File: config.mk
export PLATFORM = sky130hd
export DESIGN_NAME = instr_fetch_queue
export DESIGN_NICKNAME = d
export VERILOG_FILES = /design/src/rtl/instr_fetch_queue.sv
export SDC_FILE = /design/constraint.sdc
export NUM_CORES = 1
export LEC_CHECK = 0
export CAP_MARGIN = 20
export CORE_AREA = 3 3 185 187
export DETAILED_ROUTE_END_ITERATION = 10
export DIE_AREA = 0 0 188 190
export GPL_ROUTABILITY_DRIVEN = 0
export PLACE_DENSITY_LB_ADDON = 0.1
export SLEW_MARGIN = 20
export SYNTH_ARGS = -nofsm -noshare
export SYNTH_HDL_FRONTEND = slang
export SYNTH_SLANG_ARGS = --single-unit
File: constraint.sdc
create_clock -name clk -period 4.4 [get_ports clk]
set_input_delay 0.44 -clock clk [delete_from_list [all_inputs] [get_ports clk]]
set_output_delay 0.44 -clock clk [all_outputs]
set_load 0.05 [all_outputs]
File: src/rtl/instr_fetch_queue.sv
// Instruction fetch queue: sequential PC fetch into a DEPTH-entry FIFO of {pc, instr}.
// Redirect flushes the queue and restarts fetch at a word-aligned target.
module instr_fetch_queue #(
   parameter int DEPTH = 4
) (
   input  logic                     clk,
   input  logic                     reset,
   output logic [63:0]              imem_addr,
   input  logic [31:0]              imem_instr,
   output logic                     instr_valid,
   output logic [31:0]              instr,
   output logic [63:0]              instr_pc,
   input  logic                     dec_ready,
   input  logic                     redirect,
   input  logic [63:0]              redirect_pc,
   output logic [$clog2(DEPTH):0]   queue_count
);

   localparam int PW = $clog2(DEPTH);
   localparam int CW = PW + 1;

   logic [63:0]   fetch_pc_q, fetch_pc_d;
   logic [PW-1:0] wr_ptr_q, wr_ptr_d;
   logic [PW-1:0] rd_ptr_q, rd_ptr_d;
   logic [CW-1:0] count_q, count_d;

   logic [63:0]   pc_mem_q    [DEPTH];
   logic [31:0]   instr_mem_q [DEPTH];

   logic full;
   logic push;
   logic pop;

   assign full  = (count_q == CW'(DEPTH));
   assign pop   = instr_valid && dec_ready && !redirect;
   assign push  = !redirect && (!full || pop);

   assign imem_addr   = fetch_pc_q;
   assign instr_valid = (count_q != '0);
   assign instr       = instr_mem_q[rd_ptr_q];
   assign instr_pc    = pc_mem_q[rd_ptr_q];
   assign queue_count = count_q;

   // NOTE: every next-state signal gets a default first so no path leaves it unassigned (no latch).
   always_comb begin
      fetch_pc_d = fetch_pc_q;
      wr_ptr_d   = wr_ptr_q;
      rd_ptr_d   = rd_ptr_q;
      count_d    = count_q;
      if (redirect) begin
         fetch_pc_d = {redirect_pc[63:2], 2'b00};
         wr_ptr_d   = '0;
         rd_ptr_d   = '0;
         count_d    = '0;
      end else begin
         if (push) begin
            fetch_pc_d = fetch_pc_q + 64'd4;
            wr_ptr_d   = wr_ptr_q + 1'b1;
         end
         if (pop) begin
            rd_ptr_d = rd_ptr_q + 1'b1;
         end
         count_d = count_q + CW'(push) - CW'(pop);
      end
   end

   // NOTE: sequential state uses non-blocking assignments so all registers update together.
   always_ff @(posedge clk) begin
      if (reset) begin
         fetch_pc_q <= '0;
         wr_ptr_q   <= '0;
         rd_ptr_q   <= '0;
         count_q    <= '0;
      end else begin
         fetch_pc_q <= fetch_pc_d;
         wr_ptr_q   <= wr_ptr_d;
         rd_ptr_q   <= rd_ptr_d;
         count_q    <= count_d;
      end
   end

   // NOTE: entry storage is not reset; count_q gates visibility, so stale contents are never observed.
   always_ff @(posedge clk) begin
      if (!reset && push) begin
         pc_mem_q[wr_ptr_q]    <= fetch_pc_q;
         instr_mem_q[wr_ptr_q] <= imem_instr;
      end
   end

endmodule

==> run metrics <==
Critical R2R Launch imem_addr[4]$_SDFFE_PP0P_; die width around 190 um; min-delay src reset; Final Non-Filler Cells between 1500 and 2000; Ports 264; die area between 30000 and 40000 sq um; result of the run finished, final reports clean; crit path max fanout 30; WL/cell around 23 um; worst hold slack around 0.26 ns; ys async rst share 0%; post-detail-place hpwl 25.5 mm; P_int a little over 7 mW; pwr/cell area around 420 nW/um^2; first drt pass iteration count 5; setup TNS 0 ns; CP Depth 3; switching share of power between 20% and 30%; critical path arrival approximately 3.1 ns; number of enable flip-flop cells after synthesis roughly 380; Pwr Total roughly 9.4 mW; Min Clock Period, post-route ~3.6 ns; WP data required roughly 4.0 ns; Logic pwr share approximately a tenth; Clock power frac 38.3%; H-tree depth 2; Max Clock Freq between 200 and 300 MHz; delay-heaviest family, CP buffers and inverters; Die H roughly 190 um; Startpoint Class flop; routed via count about 10000; antenna viol nets, final 0; reg2reg setup slack ~1.4 ns; NetSw 2.20 mW; part of the power in registers ~52%; Area growth syn-to-layout 25.8%; most common cell after layout, fill and taps aside edfxtp_1; RSZ-0062 raised after global routing false; ys flop type edfxtp_1; commonest non-fill, non-tap cells in the layout 376 x edfxtp_1, 256 x clkdlybuf4s50_1, 94 x mux4_2; worst-path cell chain buf_4 > mux4_2 > clkdlybuf4s50_1; setup bufs post-CTS 0; final wirelength between 40 and 50 mm; DR vias/cell a little under 6; Reg-to-Reg End imem_addr[45]$_SDFFE_PP0P_; vias in the first global route roughly 10000; # rows 66; core box area about 33000 sq um; final critical-path setup slack between 0.8 and 0.9 ns; drt drc 0; Worst Setup EP instr_pc[58]; Worst Skew approximately 0.013 ns; P_leak between 6 and 7 nW; CTS max path bufs 3; yosys warns 0; post-synth top area share about 64%; number of synthesized register bits about 450; Final Cell Area approximately 22000 sq um; FF-to-FF path depth 5; Clk pin slew, worst setup/hold paths roughly 0.060 ns; largest net degree at the start of global routing 66; worst min-delay path class in2reg; Worst VDD drop roughly 0.00029 V; first-pass GRT wire length roughly 61 mm; Placed Area approximately 21000 sq um; Layout Utilization slightly below 70%; initial core utilization between 50% and 60%; Post-Synthesis Cell Area around 18000 sq um; clock latency on the worst-skew pair about 0.54 ns; Post-layout nets ~1400; Fillers ~2200; Starting DRT DRC Count 850; crit end category output pin; Worst Path Buf+Inv 2; final hold vios 0; Num CTS Buffers between 40 and 50; Placement Setup Slack 1.05 ns; number of library cell types mapped by synthesis 54; PortBufs around 260; Gate Count Post-Synth about 1000; cts hold-fix bufs 0; final setup fails 0; CTS tree done; period utilization about four fifths; Root Buffer clkbuf_16; Resize count post-CTS 0; register area share after synthesis a little under three quarters; share of layout cells above drive strength 1 about 14%; Mean Syn Cell Area 17.4 sq um; max-cap violation count 0; Max transition margin a little under half; critical setup path kind reg2out; Worst Tran Pin Value a little under 0.8 ns; GRT Util Overall roughly 22%; CP max stage cell dfxtp_4; max incr delay on CP approximately 0.76 ns; initial antenna violation count 4; cell taking the most area after synthesis edfxtp_1; Max Slew Vio Count 0; # clock sinks between 400 and 500; grt ovf 0; main area contributors after synthesis edfxtp_1 64%, mux4_2 12%, dfxtp_1 8.0%, a311oi_1 1.4%, nor2_1 1.3%; Post-Place Cells around 1700
[power groups by stage]
stage,combinational (mW),clock (mW),sequential [mW]
global placement,0.932,0,4.93
finish,0.935,3.59,4.85
detailed placement,0.939,0,4.94
floorplan,0.436,0,5.04
global route,0.979,3.87,4.87
CTS,0.943,3.68,4.85
[worst min-delay path, cell delays in order]
cell,delay (ns)
buf_2,0.09
nor2_1,0.06
and2_1,0.15
[synthesized netlist by cell type, types with 4 or more instances]
library cell  instances
a211oi_1             17
a21oi_1              12
a311oi_1             28
a31oi_1               4
and2_1               16
and4_1               14
buf_1                 9
buf_4                 6
clkbuf_1             41
dfxtp_1              71
edfxtp_1            376
ha_1                  6
inv_1                10
mux4_2               94
nand2_1              45
nand3_1              20
nand4_1              21
nor2_1               61
nor3_1                9
nor4_1                9
o2111ai_1             4
o211ai_1              5
o21ai_0              19
o21bai_1              4
o31ai_1              12
or3_1                21
or4_1                15
xnor2_1              22
xor2_1                8
[sequential cells by signal, indices dropped and copies added (netlist names), named ones only]
| register | cells |
|---|---|
| queue_count | 3 |
| instr_mem_q | 128 |
| imem_addr | 62 |
| rd_ptr_q | 2 |
| wr_ptr_q | 2 |
| pc_mem_q | 248 |
[per-layer routing]
metal	wire, um	GRT usage (%)	share of wire [%]	up-vias
li1	-	-	-	4662
met2	19600	36.8	49	343
met3	2450	4.37	6.1	52
met4	661	5.19	1.7	8
met5	57	0	0.14	-
met1	17300	31.4	43	5292
[logic make-up after synthesis]
logic type | share of synthesized area, %
DFF | 72.0
and+or+nand+nor | 7.56
AOI/OAI and AO/OA | 4.83
muxes | 12.0
buffers and inverters | 1.61
xor gates and xnor gates | 1.49
adders and majority gates | 0.538
other | 0.0212
[how the worst min path moves through the flow]
stage	to	slack [ns]	depth (start not counted)
3_3_place_gp	wr_ptr_q[1]$_SDFFE_PP0P_	0.48	2
2_1_floorplan	wr_ptr_q[1]$_SDFFE_PP0P_	0.46	2
4_1_cts	queue_count[0]$_SDFF_PP0_	0.24	3
6_report	queue_count[0]$_SDFF_PP0_	0.26	3
3_5_place_dp	wr_ptr_q[1]$_SDFFE_PP0P_	0.49	2
5_1_grt	queue_count[0]$_SDFF_PP0_	0.26	3
[layout make-up]
class,count,area [sq um],share of cell area [%]
multi-input combinational,501,4690,21.1
inverter,11,42.5,0.191
antenna,1,2.50,0.0113
sequential,447,12700,57.2
tap,442,553,2.49
clock inverter,15,131,0.591
clock buffer,67,1260,5.67
timing repair buffer,277,2820,12.7
(Power assumes the default switching activity.)
